### src/rtl/tooth_period_meter_pkg.sv
// Shared definitions for the crank tooth period meter.
// Holds the measurement FSM state encoding and the parameter defaults used
// by the interface, the synchronizer sub-module and the top level.
package tooth_period_meter_pkg;

  // IDLE: no reference edge yet (or the last period overran); RUN: timing a tooth.
  typedef enum logic [0:0] {
    IDLE = 1'b0,
    RUN  = 1'b1
  } meter_state_e;

  localparam int DEF_PERIOD_WIDTH = 16;
  localparam int DEF_PRESCALE_DIV = 8;
  localparam int DEF_SYNC_STAGES  = 2;

endpackage

### src/rtl/tooth_period_meter_if.sv
// Measurement bus of the tooth period meter.
// Ports (signals):
//   trig_in      - asynchronous crank tooth trigger (rising edge = tooth)
//   min_period   - noise-rejection threshold in ticks, quasi-static
//   period       - last accepted tooth period in ticks
//   period_valid - one-clk pulse when period updates
//   stalled      - no valid measurement reference (engine stopped)
// Modports: master = the meter, slave = trigger source / period consumer.
interface tooth_period_meter_if #(
  parameter int PERIOD_WIDTH = tooth_period_meter_pkg::DEF_PERIOD_WIDTH
);

  logic                    trig_in;
  logic [PERIOD_WIDTH-1:0] min_period;
  logic [PERIOD_WIDTH-1:0] period;
  logic                    period_valid;
  logic                    stalled;

  modport master (
    input  trig_in,
    input  min_period,
    output period,
    output period_valid,
    output stalled
  );

  modport slave (
    output trig_in,
    output min_period,
    input  period,
    input  period_valid,
    input  stalled
  );

endinterface

### src/rtl/tooth_period_meter_sync.sv
// trig_sync_edge: brings the asynchronous tooth trigger into the clk domain
// and flags its rising edges.
// Ports:
//   clk     - clock
//   reset   - synchronous active-high reset
//   trig_in - asynchronous trigger
//   rise    - one-clk pulse per synchronized rising edge (built from flops only)
module trig_sync_edge
  import tooth_period_meter_pkg::*;
#(
  parameter int SYNC_STAGES = DEF_SYNC_STAGES
) (
  input  logic clk,
  input  logic reset,
  input  logic trig_in,
  output logic rise
);

  logic [SYNC_STAGES-1:0] sync_r;
  logic                   last_r;

  // Synchronizer chain plus the registered copy used for edge detection.
  always_ff @(posedge clk) begin
    if (reset) begin
      sync_r <= {SYNC_STAGES{1'b0}};
      last_r <= 1'b0;
    end else begin
      sync_r <= {sync_r[SYNC_STAGES-2:0], trig_in};
      last_r <= sync_r[SYNC_STAGES-1];
    end
  end

  // A level held high yields a single pulse because last_r follows it.
  assign rise = sync_r[SYNC_STAGES-1] & ~last_r;

endmodule

### src/rtl/tooth_period_meter.sv
// tooth_period_meter: measures the time between crank tooth edges in
// prescaled ticks, rejects edges arriving too early and reports a stall when
// the count overruns.
// Ports:
//   clk   - clock, all logic on its rising edge
//   reset - synchronous active-high reset
//   bus   - measurement bus (trig_in, min_period in; period, period_valid,
//           stalled out; all outputs registered)
module tooth_period_meter
  import tooth_period_meter_pkg::*;
#(
  parameter int PERIOD_WIDTH = DEF_PERIOD_WIDTH,
  parameter int PRESCALE_DIV = DEF_PRESCALE_DIV,
  parameter int SYNC_STAGES  = DEF_SYNC_STAGES
) (
  input  logic                   clk,
  input  logic                   reset,
  tooth_period_meter_if.master   bus
);

  localparam int PRE_W = (PRESCALE_DIV > 2) ? $clog2(PRESCALE_DIV) : 1;
  localparam logic [PRE_W-1:0]        PRE_ZERO = '0;
  localparam logic [PRE_W-1:0]        PRE_ONE  = PRE_W'(1);
  localparam logic [PRE_W-1:0]        PRE_LAST = PRE_W'(PRESCALE_DIV - 1);
  localparam logic [PERIOD_WIDTH-1:0] CNT_ZERO = '0;
  localparam logic [PERIOD_WIDTH-1:0] CNT_ONE  = PERIOD_WIDTH'(1);
  localparam logic [PERIOD_WIDTH-1:0] CNT_MAX  = '1;

  meter_state_e            state_r, state_nx;
  logic [PRE_W-1:0]        presc_r, presc_nx;
  logic [PERIOD_WIDTH-1:0] cnt_r, cnt_nx;
  logic [PERIOD_WIDTH-1:0] period_r, period_nx;
  logic                    valid_r, valid_nx;
  logic                    stalled_r, stalled_nx;
  logic                    rise_s;
  logic                    tick_s;

  trig_sync_edge #(
    .SYNC_STAGES (SYNC_STAGES)
  ) u_sync (
    .clk     (clk),
    .reset   (reset),
    .trig_in (bus.trig_in),
    .rise    (rise_s)
  );

  assign tick_s = (presc_r == PRE_LAST);

  // State and measurement registers.
  always_ff @(posedge clk) begin
    if (reset) begin
      state_r   <= IDLE;
      presc_r   <= PRE_ZERO;
      cnt_r     <= CNT_ZERO;
      period_r  <= CNT_ZERO;
      valid_r   <= 1'b0;
      stalled_r <= 1'b1;
    end else begin
      state_r   <= state_nx;
      presc_r   <= presc_nx;
      cnt_r     <= cnt_nx;
      period_r  <= period_nx;
      valid_r   <= valid_nx;
      stalled_r <= stalled_nx;
    end
  end

  // Next-state and next-output logic of the measurement FSM.
  always_comb begin
    state_nx   = state_r;
    presc_nx   = presc_r;
    cnt_nx     = cnt_r;
    period_nx  = period_r;
    valid_nx   = 1'b0;
    stalled_nx = stalled_r;
    // The edge cycle itself is prescaler cycle 0 of the new period, so the
    // register restarts at 1; a tooth N*PRESCALE_DIV clk later then reads N.
    case (state_r)
      IDLE: begin
        presc_nx = PRE_ZERO;
        if (rise_s) begin
          state_nx   = RUN;
          presc_nx   = PRE_ONE;
          cnt_nx     = CNT_ZERO;
          stalled_nx = 1'b0;
        end else begin
          state_nx = IDLE;
        end
      end
      RUN: begin
        presc_nx = tick_s ? PRE_ZERO : presc_r + PRE_ONE;
        if (rise_s && (cnt_r >= bus.min_period)) begin
          // Edge beats a coincident tick: the pre-tick count is reported.
          period_nx = cnt_r;
          valid_nx  = 1'b1;
          cnt_nx    = CNT_ZERO;
          presc_nx  = PRE_ONE;
        end else if (cnt_r == CNT_MAX) begin
          state_nx   = IDLE;
          stalled_nx = 1'b1;
          cnt_nx     = CNT_ZERO;
          presc_nx   = PRE_ZERO;
        end else if (tick_s) begin
          cnt_nx = cnt_r + CNT_ONE;
        end else begin
          cnt_nx = cnt_r;
        end
      end
      default: begin
        state_nx   = IDLE;
        presc_nx   = PRE_ZERO;
        cnt_nx     = CNT_ZERO;
        stalled_nx = 1'b1;
      end
    endcase
  end

  assign bus.period       = period_r;
  assign bus.period_valid = valid_r;
  assign bus.stalled      = stalled_r;

endmodule

### src/flat_wrapper.sv
// flat-port wrapper written by rule: the top's interface ports become plain ports
module tooth_period_meter_flat import tooth_period_meter_pkg::*;
#(
  parameter int PERIOD_WIDTH = DEF_PERIOD_WIDTH,
  parameter int PRESCALE_DIV = DEF_PRESCALE_DIV,
  parameter int SYNC_STAGES  = DEF_SYNC_STAGES
)
  (clk, reset, bus_trig_in, bus_min_period, bus_period, bus_period_valid, bus_stalled);
  tooth_period_meter_if #(.PERIOD_WIDTH(PERIOD_WIDTH)) bus_i ();
  input  logic clk;
  input  logic reset;
  input wire logic [$bits(bus_i.trig_in)-1:0] bus_trig_in;
  input wire logic [$bits(bus_i.min_period)-1:0] bus_min_period;
  output wire logic [$bits(bus_i.period)-1:0] bus_period;
  output wire logic [$bits(bus_i.period_valid)-1:0] bus_period_valid;
  output wire logic [$bits(bus_i.stalled)-1:0] bus_stalled;
  assign bus_i.trig_in = bus_trig_in;
  assign bus_i.min_period = bus_min_period;
  assign bus_period = bus_i.period;
  assign bus_period_valid = bus_i.period_valid;
  assign bus_stalled = bus_i.stalled;
  tooth_period_meter #(.PERIOD_WIDTH(PERIOD_WIDTH), .PRESCALE_DIV(PRESCALE_DIV), .SYNC_STAGES(SYNC_STAGES)) u_core (.clk(clk), .reset(reset), .bus(bus_i));
endmodule
### config.mk
export PLATFORM = sky130hd
export DESIGN_NAME = tooth_period_meter_flat
export DESIGN_NICKNAME = d
export VERILOG_FILES = /design/src/rtl/tooth_period_meter_pkg.sv /design/src/rtl/tooth_period_meter_if.sv /design/src/rtl/tooth_period_meter_sync.sv /design/src/rtl/tooth_period_meter.sv /design/src/flat_wrapper.sv
export SDC_FILE = /design/constraint.sdc
export NUM_CORES = 1
export LEC_CHECK = 0
export CORE_MARGIN = 2
export CORE_UTILIZATION = 35
export DETAILED_ROUTE_END_ITERATION = 7
export DONT_BUFFER_PORTS = 1
export GPL_TIMING_DRIVEN = 0
export PLACE_DENSITY = 0.57
export SLEW_MARGIN = 20
export SYNTH_ARGS = -nofsm -noshare
export SYNTH_HDL_FRONTEND = slang
export SYNTH_SLANG_ARGS = --single-unit
export TNS_END_PERCENT = 30
### constraint.sdc
create_clock -name clk -period 4.51 [get_ports clk]
set_input_delay 0.6765 -clock clk [delete_from_list [all_inputs] [get_ports clk]]
set_output_delay 0.6765 -clock clk [all_outputs]
set_load 0.1 [all_outputs]
## Yosys cells after proc, flatten, opt, wreduce, memory -nomap -nowiden

Cells that the tools add are included.

| operators by class | value |
|---|---|
| add/sub/neg operators | 2 |
| order comparisons | 1 |
| equality and inequality tests | 6 |
| multiplexer cells | 19 |
| bitwise logic cells | 3 |
| reductions and logical operators | 5 |

Operator list:

| operator | count |
|---|---|
| $mux W16 | 4 |
| $pmux W16 S2 | 1 |
| $add A16 B1 Y16 const B | 1 |
| $eq A16 B16 Y1 const B | 1 |
| $ge A16 B16 Y1 | 1 |
| $mux W3 | 3 |
| $mux W1 | 8 |
| $pmux W3 S2 | 1 |
| $ne A2 B2 Y1 const B | 2 |
| $ne A4 B4 Y1 const B | 1 |
| $pmux W1 S2 | 2 |
| $reduce_and A2 Y1 | 2 |
| $add A3 B1 Y3 const B | 1 |
| $eq A3 B3 Y1 const B | 1 |
| $reduce_and A3 Y1 | 1 |
| $ne A2 B1 Y1 const B | 1 |
| $not A1 Y1 | 2 |
| $reduce_or A2 Y1 | 1 |
| $and A1 B1 Y1 | 1 |
| $logic_and A1 B1 Y1 | 1 |

| storage, ports and cells | value |
|---|---|
| register bits after elaboration | 41 |
| input bits | 19 |
| output and inout bits | 18 |
| word-level logic and storage cells | 44 |

## Depth between registers and ports, before layout

Gate-level depths: netlist of the first run.

| depth | value |
|---|---|
| word-level depth | 5 |
| mapped depth | 8 |
| gate-level depth less buffers | 7 |

## Modules after synthesis

From an unflattened synthesis of the first run, not the netlist that was laid out.

| unflattened totals | value |
|---|---|
| cells, all modules | 265 |
| area, all modules | 2285.9 um^2 |

By module, submodules not included:

| module | instances | cells an instance | area each (um^2) |
|---|---|---|---|
| tooth_period_meter | 1 | 258 | 2198.4 |
| trig_sync_edge | 1 | 7 | 87.6 |

## Worst setup path after synthesis of the first run

No wires, ideal clock.

| timing path | value |
|---|---|
| path type | in2reg |
| start point | in bus_min_period[14] |
| end point | reg u_core.period_r[0] (netlist: u_core.bus.period[0]) |
| setup time | 72 ps |
| data arrival time | 2447 ps |
| required time | 4438 ps |
| slack | 1992 ps |
| stages | 8 |
| path buffers | 1 |
| cell sequence | inv_1 -> ha_1 -> nand4_1 -> nor3_2 -> a31oi_2 -> a311oi_4 -> buf_8 -> mux2i_1 |

| between the ends | value |
|---|---|
| longest elaborated chain between the ends | 3 |

RTL lines:

| item | RTL line | text |
|---|---|---|
| start, declared | flat_wrapper.sv:13 | `input wire logic [$bits(bus_i.min_period)-1:0] bus_min_period;` |
| $ge A16 B16 Y1 | tooth_period_meter.sv:92 | `if (rise_s && (cnt_r >= bus.min_period)) begin` |
| $logic_and A1 B1 Y1 | tooth_period_meter.sv:92 |  |
| $reduce_and A2 Y1 (no source line) | -- |  |
| end signal, assigned | tooth_period_meter.sv:62 | `period_r <= period_nx;` |
| end, declared | tooth_period_meter.sv:32 | `logic [PERIOD_WIDTH-1:0] period_r, period_nx;` |

No other way between the ends.
A chain may end at the register's enable or synchronous reset.

## Final worst setup path of the first run

| timing path | value |
|---|---|
| start point | reg u_core.cnt_r[0] |
| end point | reg u_core.cnt_r[10] |

| between the ends | value |
|---|---|
| longest elaborated chain between the ends | 5 |

RTL lines:

| item | RTL line | text |
|---|---|---|
| start, declared | tooth_period_meter.sv:31 | `logic [PERIOD_WIDTH-1:0] cnt_r, cnt_nx;` |
| start signal, assigned | tooth_period_meter.sv:61 | `cnt_r <= cnt_nx;` |
| $add A16 B1 Y16 | tooth_period_meter.sv:104 | `cnt_nx = cnt_r + CNT_ONE;` |
| $mux W16 | tooth_period_meter.sv:103 | `end else if (tick_s) begin` |
| $mux W16 | tooth_period_meter.sv:98 | `end else if (cnt_r == CNT_MAX) begin` |
| $mux W16 | tooth_period_meter.sv:92 |  |
| $pmux W16 S2 | tooth_period_meter.sv:78 | `case (state_r)` |

Several ways; a longest one is shown, not always the timed one. The select of a mux whose other input is x is not followed.

==> results of run 1 <==
[routing by layer]
| layer | vias to the layer above | GRT usage, % |
|---|---|---|
| li1 | 1026 | - |
| met1 | 953 | 20.19 |
| met2 | 48 | 28.93 |
| met3 | 10 | 3.770 |
| met4 | 0 | 4.615 |
| met5 | - | 0 |
[critical path: stages, from the launching register on]
cell	delay, ns
dfxtp_1	0.44
inv_1	0.09
ha_1	0.26
nand2b_1	0.14
a2111o_1	0.43
a31oi_2	0.33
a31oi_2	0.32
buf_2	0.30
a211oi_1	0.18
[cell usage after synthesis, types with 3 or more instances]
cell type	number	area share [%]
a211oi_1	10	3.0
a21oi_1	13	2.6
a311oi_1	5	1.8
a41oi_1	3	1.1
and3_1	6	1.5
clkbuf_1	8	1.2
dfxtp_1	41	33
ha_1	19	9.6
inv_1	18	2.7
mux2i_1	16	6.5
nand2_1	16	2.4
nand2b_1	35	8.9
nand3_1	16	3.2
nand4_1	3	0.76
nor2_1	4	0.61
nor2b_1	4	1.0
nor3_1	4	0.81
o21ai_0	8	1.6
or3_1	9	2.3
[cell type report]
| cell class | count | area, µm² |
|---|---|---|
| buffer | 15 | 90.09 |
| clock buffer | 6 | 82.58 |
| clock inverter | 2 | 37.54 |
| fill | 725 | 4089 |
| inverter | 19 | 71.32 |
| multi-input combinational | 201 | 1483 |
| sequential | 41 | 820.8 |
| tap | 96 | 120.1 |
[registers in the layout, summed over array words and instances, names as in the netlist]
signal / flops
u_core.bus.period_valid: 1
u_core.cnt_r: 16
u_core.u_sync.last_r: 1
u_core.state_r: 1
u_core.bus.stalled: 1
u_core.presc_r: 3
u_core.bus.period: 16
u_core.u_sync.sync_r: 2
[power by group through the flow]
stage               Clock, µW  Combinational (µW)  Sequential, µW
floorplan                   0                32.4             377
finish                    314                42.1             369
CTS                       319                42.6             369
global route              334                47.9             369
global placement            0                41.6             377
detailed placement          0                42.3             377
[cell families (layout without fill, tap and decap cells)]
group                    after synthesis  count (layout)  share of synthesized area (%)
buffers and inverters                 34              42                          6.548
multiplexers                          16              16                          6.497
adder cells (fa/ha/maj)               19              19                          9.645
flip-flops                            41              41                          33.30
AO/OA/AOI/OAI                         60              60                          19.34
AND/OR/NAND/NOR                      106             106                          24.67
[placed cells by master, fill, tap and decap left out, types with 2 or more instances in the layout]
| cell type | count |
|---|---|
| a41oi_1 | 3 |
| nor2_1 | 4 |
| a22oi_1 | 2 |
| and3_1 | 6 |
| buf_2 | 2 |
| nor3_1 | 4 |
| or4_1 | 2 |
| mux2i_1 | 16 |
| nand2_1 | 16 |
| a21oi_1 | 13 |
| o21ai_0 | 8 |
| clkbuf_1 | 8 |
| nand4_1 | 3 |
| inv_1 | 18 |
| a311oi_4 | 2 |
| nor2b_1 | 4 |
| ha_1 | 19 |
| clkbuf_8 | 6 |
| or3_1 | 9 |
| a311oi_1 | 5 |
| a31oi_2 | 2 |
| nand2b_1 | 35 |
| nand3_1 | 16 |
| nor4b_1 | 2 |
| a211oi_1 | 10 |
| buf_6 | 2 |
| dfxtp_1 | 41 |
[metrics by stage]
| stage | utilization [%] | hold slack (ns) | total power, µW |
|---|---|---|---|
| 2_1_floorplan | - | 0.4138 | 409.3 |
| 3_3_place_gp | 38.05 | 0.4217 | 418.8 |
| 3_5_place_dp | 38.05 | 0.4299 | 419.6 |
| 4_1_cts | 39.82 | 0.4494 | 730.3 |
| 5_1_grt | 39.82 | 0.4717 | 750.8 |
| 6_report | 39.82 | 0.4444 | 725.0 |
[worst paths after layout]
check / start / to / slack, ns / cells past startpoint
hold reg to reg: u_core.u_sync.sync_r[0] / u_core.u_sync.sync_r[1] / 0.44 / 1
hold / removal: u_core.u_sync.sync_r[0] / u_core.u_sync.sync_r[1] / 0.44 / 1
setup / recovery: u_core.cnt_r[0] / u_core.cnt_r[10] / 1.93 / 8
setup reg to reg: u_core.cnt_r[0] / u_core.cnt_r[10] / 1.93 / 8
==> flow_summary.yaml, run 1 <==
drt:
  highest_layer: "met4"
  first_iter_violations: 101
  viasPerCell: 5.361
  dr_total_vias: 2037
  wirelength_um: 5865
  wl_met3_um: 253
  ant_nets: 0
  m1WireLength_um: 2691
  dr.pass1.iters: 4
  dr_wl_met2_um: 2833
  drc: 0
  wl_per_cell_um: 15.43
clock_network:
  htreeDepth: 2
  cts.clk_slew.worst_paths_ns: 0.08
  post-cts-setup-buffer-count: 0
  cts_max_path_buffers: 2
  clock_sinks: 41
  cts_tree: "done"
  insertion_delay_ns: 0.30
  cts-root-buf: "clkbuf_8"
  hold_buffers: 0
  ctsResizeCount: 0
  numCtsBuffers: 5
sta:
  fin_crit_sh_pct: 57.29
  fmax_mhz: 387.0
  setup_slack_ns: 1.926
  grt_setup_unrepaired: "false"
  period_minus_slack_ns: 2.584
  clock_skew_ns: 0.005779
  hold_violations: 0
  worst_pin_slew_ns: 1.006
  maxSlewViolCount: 0
  finalSetupViolations: 0
  slew_headroom_pct: 32.82
  tns_ns: 0
placement:
  portBuffers: 0
  dp.cells: 372
  dp_slack_ns: 1.655
  placed_cell_area_um2: 2585
  dpl.hpwl_um: 4489
  place_congestion: 0.9275
pwr:
  power_leakage_uw: 0.0009489
  vdd_drop_max_mv: 0.1293
  seq_power_share_pct: 50.8
  intPower_uw: 560.4
  p_switching_uw: 164.6
  power.share.combinational_pct: 5.8
  p_per_area_nw_per_um2: 268.0
  switching_share_pct: 22.71
  pwr-share-clk_pct: 43.3
floorplanning:
  num_rows: 30
  io_pins: 37
  initial_core_util_pct: 36.28
  core-area_um2: 6794
  dieArea_um2: 7730
  dieWidth_um: 87.92
  die_y_um: 87.92
cells_and_area:
  final_cells: 380
  final_area_um2: 2705
  fin_nets: 321
  area_delta_synth_final_pct: 9.746
  layout-drive-gt1-share_pct: 8.803
  diodes: 0
critical_path:
  cp.arrival_ns: 2.79
  cp_max_fo: 10
  start_kind: "flop"
  worstSetupEndpointType: "flop"
  critPathKind: "reg2reg"
  critPathRequiredTime_ns: 4.72
grt:
  grt_pass1_vias: 2005
  grt_pass1_wl_um: 9949
  grt_max_degree: 14
  antenna_found_initial: 0
  grt_util_all_layers_pct: 16.49
  grt_remaining_overflow: 0
synth:
  synth_edf_count: 0
  synth_ff_type: "dfxtp_1"
  syn_area_um2: 2465
  yosys_warnings: 0
  ys_ff_latch: 41
  synth.net_count: 314
  synth_area_per_cell_um2: 8.931
  yosysSeqAreaShare_pct: 33.30
  async_flop_share_pct: 0
  synth_cell_types: 50
  synthCells: 276
hold_path:
  min_path_type: "reg2reg"
run_status:
  status: "finished, final reports clean"
flow_run:
  drv_cap: 0
Note: power is estimated with default switching activity, not from simulation.
==> run 2, diff against run 1 <==
- ABC_AREA: not set -> 1
- PLACE_DENSITY: 0.57 -> 0.59
- clock period: 4.51 -> 2.35 ns (I/O delays scaled with it)
==> run 2 against run 1 <==
Non-clock buffer count down 2. Final area up 1.5%. Critical path type unchanged. Critical path depth up 6. Routed wire length down 8.0%. Largest cell class unchanged. Largest power group unchanged. Synthesized cell count up 29%. Synthesized area up 0.36%. Utilization up 0.39 points. Global-route usage down 1.1 points.
==> flow_summary.yaml, run 2 <==
run_status:
  status: "finished, final reports clean"
synth:
  synth_top_family_by_area: "simple AND/OR/NAND/NOR gates"
  synth.net_count: 394
  synth-compound-area-share_pct: 8.397
  syn_area_um2: 2474
  async_flop_share_pct: 0
  synthSimpleGateAreaFrac_pct: 35.66
  synth_area_per_cell_um2: 6.948
  yosysMostFrequentCell: "nor2_1"
  synth_top_area_cell: "dfxtp_1"
  synth_ff_type: "dfxtp_1"
  synth_common_cells: "87 x nor2_1, 60 x nand2_1, 45 x inv_1"
  synthAdderAreaFrac_pct: 9.611
  ys_ff_latch: 41
  synth_xor_area_share_pct: 3.541
  synth_edf_count: 0
  synth_mux_area_share_pct: 0
  yosysSeqAreaShare_pct: 33.18
  synth_cell_types: 31
  synthCells: 356
  yosys-top-cells-area: "dfxtp_1 33%, nor2_1 13%, ha_1 9.6%"
  yosys_warnings: 0
  yosys.area.top_type_share_pct: 33.18
clock_network:
  cts-root-buf: "clkbuf_8"
  hold_buffers: 0
  clock_sinks: 41
  htreeDepth: 2
  cts.clk_slew.worst_paths_ns: 0.08
  insertion_delay_ns: 0.29
  cts_tree: "done"
  numCtsBuffers: 5
  cts_max_path_buffers: 2
pwr:
  p_per_area_nw_per_um2: 596.4
  power_leakage_uw: 0.001378
  switching_share_pct: 28.69
  seq_power_share_pct: 48.9
  power.share.combinational_pct: 14.4
  vdd_drop_max_mv: 0.3233
  pwr-share-clk_pct: 36.7
  p_switching_uw: 469.8
  intPower_uw: 1168
floorplanning:
  core-area_um2: 6832
  dieWidth_um: 88.07
  num_rows: 30
  die_y_um: 88.07
  initial_core_util_pct: 36.21
  dieArea_um2: 7756
  io_pins: 37
drt:
  wirelength_um: 5398
  drc: 0
  wl_per_cell_um: 11.66
  dr.pass1.iters: 4
  viasPerCell: 4.557
  ant_nets: 0
  first_iter_violations: 96
  dr_total_vias: 2110
cells_and_area:
  diodes: 0
  area_delta_synth_final_pct: 11.03
  layout_commonest_cell: "nor2_1"
  fin_nets: 404
  nFillCells: 753
  layout_common_cells: "87 x nor2_1, 60 x nand2_1, 45 x inv_1, 34 x dfxtp_1, 22 x nand3_1"
  final_area_um2: 2746
  final_util_pct: 40.20
  layout-drive-gt1-share_pct: 11.17
grt:
  antenna_found_initial: 0
  grt_max_degree: 14
  grt_pass1_vias: 2091
  grt_remaining_overflow: 0
  grt_util_all_layers_pct: 15.36
  grt_pass1_wl_um: 9487
critical_path:
  critPathKind: "reg2reg"
  worstSetupEndpointType: "flop"
  cp.arrival_ns: 2.36
  critPathRequiredTime_ns: 2.55
  cp_max_fo: 10
  start_kind: "flop"
placement:
  dp_slack_ns: 0.1062
  place_congestion: 0.8473
  dpl.hpwl_um: 4117
  portBuffers: 0
  placed_cell_area_um2: 2594
sta:
  tns_ns: 0
  fmax_mhz: 463.1
  fin_crit_sh_pct: 91.88
  period_minus_slack_ns: 2.159
  grt_setup_unrepaired: "false"
  clock_skew_ns: 0.006183
  worst_pin_slew_ns: 0.9944
  finalSetupViolations: 0
  maxSlewViolCount: 0
  setup_slack_ns: 0.1908
  hold_violations: 0
  slew_headroom_pct: 33.62
hold_path:
  min_path_type: "in2reg"
flow_run:
  drv_cap: 0
-- run 2: changes by cell type after synthesis, moves of 9 or more --
| cell | previous run | this run |
|---|---|---|
| or3_1 | 9 | 0 |
| inv_1 | 18 | 45 |
| nand2b_1 | 35 | 0 |
| nor2_1 | 4 | 87 |
| o21ai_0 | 8 | 21 |
| xor2_1 | 0 | 9 |
| mux2i_1 | 16 | 0 |
| a211oi_1 | 10 | 0 |
| nand2_1 | 16 | 60 |
-- run 2: path summary, 6_finish.rpt --
path                      startpoint                      end  slack, ns  depth (start not counted)
min reg2reg  u_core.u_sync.sync_r[0]  u_core.u_sync.sync_r[1]       0.41                          2
max                  u_core.cnt_r[5]         u_core.cnt_r[15]       0.19                         14
min                      bus_trig_in  u_core.u_sync.sync_r[0]       0.16                          2
max reg2reg          u_core.cnt_r[5]         u_core.cnt_r[15]       0.19                         14
-- run 2: critical path, stage by stage, from the launching register on --
cell     delay, ns
dfxtp_1       0.49
ha_1          0.31
a21oi_1       0.15
o21a_1        0.12
nand2_1       0.06
nand2_1       0.06
nand2_1       0.07
nand2_1       0.14
buf_6         0.18
nand2_8       0.09
nand2_8       0.10
buf_6         0.16
nand2_4       0.05
nand2_2       0.05
nor2_2        0.03
-- run 2: stage by stage --
| stage | cells | hold slack (ns) | power (µW) |
|---|---|---|---|
| after floorplan | 356 | 0.3883 | 991.2 |
| after global placement | 452 | 0.4010 | 1045 |
| after detailed placement | 452 | 0.3991 | 1050 |
| after CTS | 460 | 0.1501 | 1656 |
| after global routing | 463 | 0.1596 | 1724 |
| final | 463 | 0.1599 | 1638 |
-- run 2: power by group through the flow --
stage	Clock, µW	Combinational (µW)	Sequential, µW
final	601	236	801
after global routing	638	279	808
after CTS	621	237	798
after detailed placement	0	236	815
after global placement	0	231	815
after floorplan	0	198	793
-- run 2: cell families after synthesis --
logic type,Yosys count
fa+ha+maj,19
simple gates,190
compound gates,40
flops,41
xor+xnor,10
buf+inv,56
-- run 2: timing repair --
action / 4_1_cts / 5_1_grt
resized for setup: 0 / 9
buffers inserted: 0 / 3
endpoints found under the setup margin: 0 / 28
-- run 2: cell type report --
cell class,count,area (µm²),share of cell area (%)
buffer,10,66.31,2.415
clock buffer,6,82.58,3.007
clock inverter,2,37.54,1.367
inverter,46,172.7,6.287
multi-input combinational,259,1415,51.53
sequential,41,829.5,30.21
tap,96,120.1,4.374
timing repair buffer,3,22.52,0.8200
-- run 2: metal layers --
metal / up-vias / global-route usage [%] / routed length [µm]
li1: 1138 / - / -
met1: 927 / 21.16 / 2797
met2: 39 / 23.90 / 2266
met3: 6 / 3.205 / 259
met4: 0 / 5.372 / 75
met5: - / 0 / 0
==> run 3, diff against run 2 <==
- PLACE_DENSITY: 0.59 -> 0.57
- clock period: 2.35 -> 2.6 ns (I/O delays scaled with it)
==> run 3 against run 2 <==
Clock power shrank 9.5%. Flip-flop and latch count did not move. First-iteration DRC count grew 3.1%. Hold slack improved by 0.026 ns. Clock skew grew 0.0021 ns. Highest routed layer unchanged.
==> flow_summary.yaml, run 3 (synthesis gave the netlist of run 2 again) <==
sta:
  finalSetupViolations: 0
  worst_pin_slew_ns: 0.9920
  maxSlewViolCount: 0
  grt_setup_unrepaired: "false"
  slew_headroom_pct: 33.78
  hold_violations: 0
  clock_skew_ns: 0.008332
  fin_crit_sh_pct: 87.65
  fmax_mhz: 438.8
  period_minus_slack_ns: 2.279
  tns_ns: 0
grt:
  grt_pass1_wl_um: 9632
  grt_pass1_vias: 2045
  grt_max_degree: 14
  grt_remaining_overflow: 0
  grt_util_all_layers_pct: 15.66
  antenna_found_initial: 0
floorplanning:
  num_rows: 30
  dieArea_um2: 7756
  die_y_um: 88.07
  dieWidth_um: 88.07
  initial_core_util_pct: 36.21
  io_pins: 37
  core-area_um2: 6832
drt:
  viasPerCell: 4.628
  ant_nets: 0
  wl_per_cell_um: 12.04
  first_iter_violations: 99
  wirelength_um: 5540
  dr_total_vias: 2129
  drc: 0
  dr.pass1.iters: 4
flow_run:
  drv_cap: 0
critical_path:
  reg2reg_slack_ns: 0.32
  critPathKind: "reg2reg"
  worstSetupEndpointType: "flop"
  critPathCapture: "u_core.cnt_r[8]"
  worst_r2r_path_depth: 12
  critPathRequiredTime_ns: 2.78
  cp.arrival_ns: 2.46
  cp_max_fo: 10
  start_kind: "flop"
  r2r_end: "u_core.cnt_r[8]"
  worstSetupStartpoint: "u_core.cnt_r[7]"
  r2r_start: "u_core.cnt_r[7]"
clock_network:
  numCtsBuffers: 5
  cts-root-buf: "clkbuf_8"
  cts.clk_slew.worst_paths_ns: 0.08
  clock_sinks: 41
  insertion_delay_ns: 0.30
  htreeDepth: 2
  cts_max_path_buffers: 2
  cts_tree: "done"
cells_and_area:
  layout_commonest_cell: "nor2_1"
  nFillCells: 770
  regArea_um2: 820.8
  layout-drive-gt1-share_pct: 8.516
  diodes: 0
  fin_nets: 401
  multi_input_area_um2: 1415
  layout_common_cells: "87 x nor2_1, 60 x nand2_1, 45 x inv_1, 41 x dfxtp_1, 22 x nand3_1"
  area_delta_synth_final_pct: 9.762
placement:
  dpl.hpwl_um: 4200
  place_congestion: 0.8252
  portBuffers: 0
pwr:
  power_leakage_uw: 0.001359
  fin_total_pwr_uw: 1481
  p_per_area_nw_per_um2: 545.4
  vdd_drop_max_mv: 0.2290
hold_path:
  min_path_type: "in2reg"
run_status:
  status: "finished, final reports clean"
[run 3: layer usage]
layer / vias up / global-route usage (%) / part of all wire, %
met1: 944 / 21.40 / 52
met4: 0 / 5.510 / 1.6
met2: 43 / 24.17 / 41
li1: 1134 / - / -
met3: 8 / 3.770 / 4.6
met5: - / 0 / 0
[run 3: worst max-delay path, cell delays in order, from the launching register on]
cell and delay [ns]:
dfxtp_1 0.55, ha_1 0.32, a21oi_1 0.13, o21a_1 0.13
nand2_1 0.06, nand2_1 0.05, nand2_1 0.08, nand2_1 0.14
buf_6 0.18, nand2_8 0.09, buf_4 0.18, a21oi_1 0.17
nor2_1 0.07
[run 3: final cells by class]
cell class	instances	area share [%]
Multi-Input combinational cell	259	52.12
Buffer	10	2.442
Clock inverter	2	1.382
Clock buffer	6	3.041
Sequential cell	41	30.23
Inverter	46	6.359
Tap cell	96	4.424
[run 3: stage by stage]
step	worst slack, ns	hold WS [ns]	util [%]	area (µm²)	std cells
finish	0.3211	0.1863	39.74	2715	460
global route	0.1111	0.1739	39.74	2715	460
CTS	0.2860	0.1817	39.73	2714	460
detailed placement	0.3016	0.3993	37.97	2594	452
global placement	0.3827	0.3915	37.97	2594	452
floorplan	0.6925	0.3883	-	2474	356
[run 3: worst min-delay path by stage]
stage          cells past startpoint  slack [ns]                 endpoint                     from
2_1_floorplan                      2        0.39  u_core.u_sync.sync_r[1]  u_core.u_sync.sync_r[0]
3_3_place_gp                       2        0.39  u_core.u_sync.sync_r[1]  u_core.u_sync.sync_r[0]
3_5_place_dp                       2        0.40  u_core.u_sync.sync_r[1]  u_core.u_sync.sync_r[0]
4_1_cts                            2        0.18  u_core.u_sync.sync_r[0]              bus_trig_in
5_1_grt                            2        0.17  u_core.u_sync.sync_r[0]              bus_trig_in
6_report                           2        0.19  u_core.u_sync.sync_r[0]              bus_trig_in
[run 3: power breakdown]
| part | internal, µW | total, µW | switching [µW] |
|---|---|---|---|
| Clock | 312 | 544 | 232 |
| Sequential | 655 | 723 | 67.4 |
| Combinational | 85.8 | 214 | 128 |
| Total | 1050 | 1480 | 427 |
[run 3: timing repair]
item	CTS	global route
endpoints found under the setup margin	0	1
buffers inserted	0	0
gates resized for setup	0	2
hold buffers	0	0
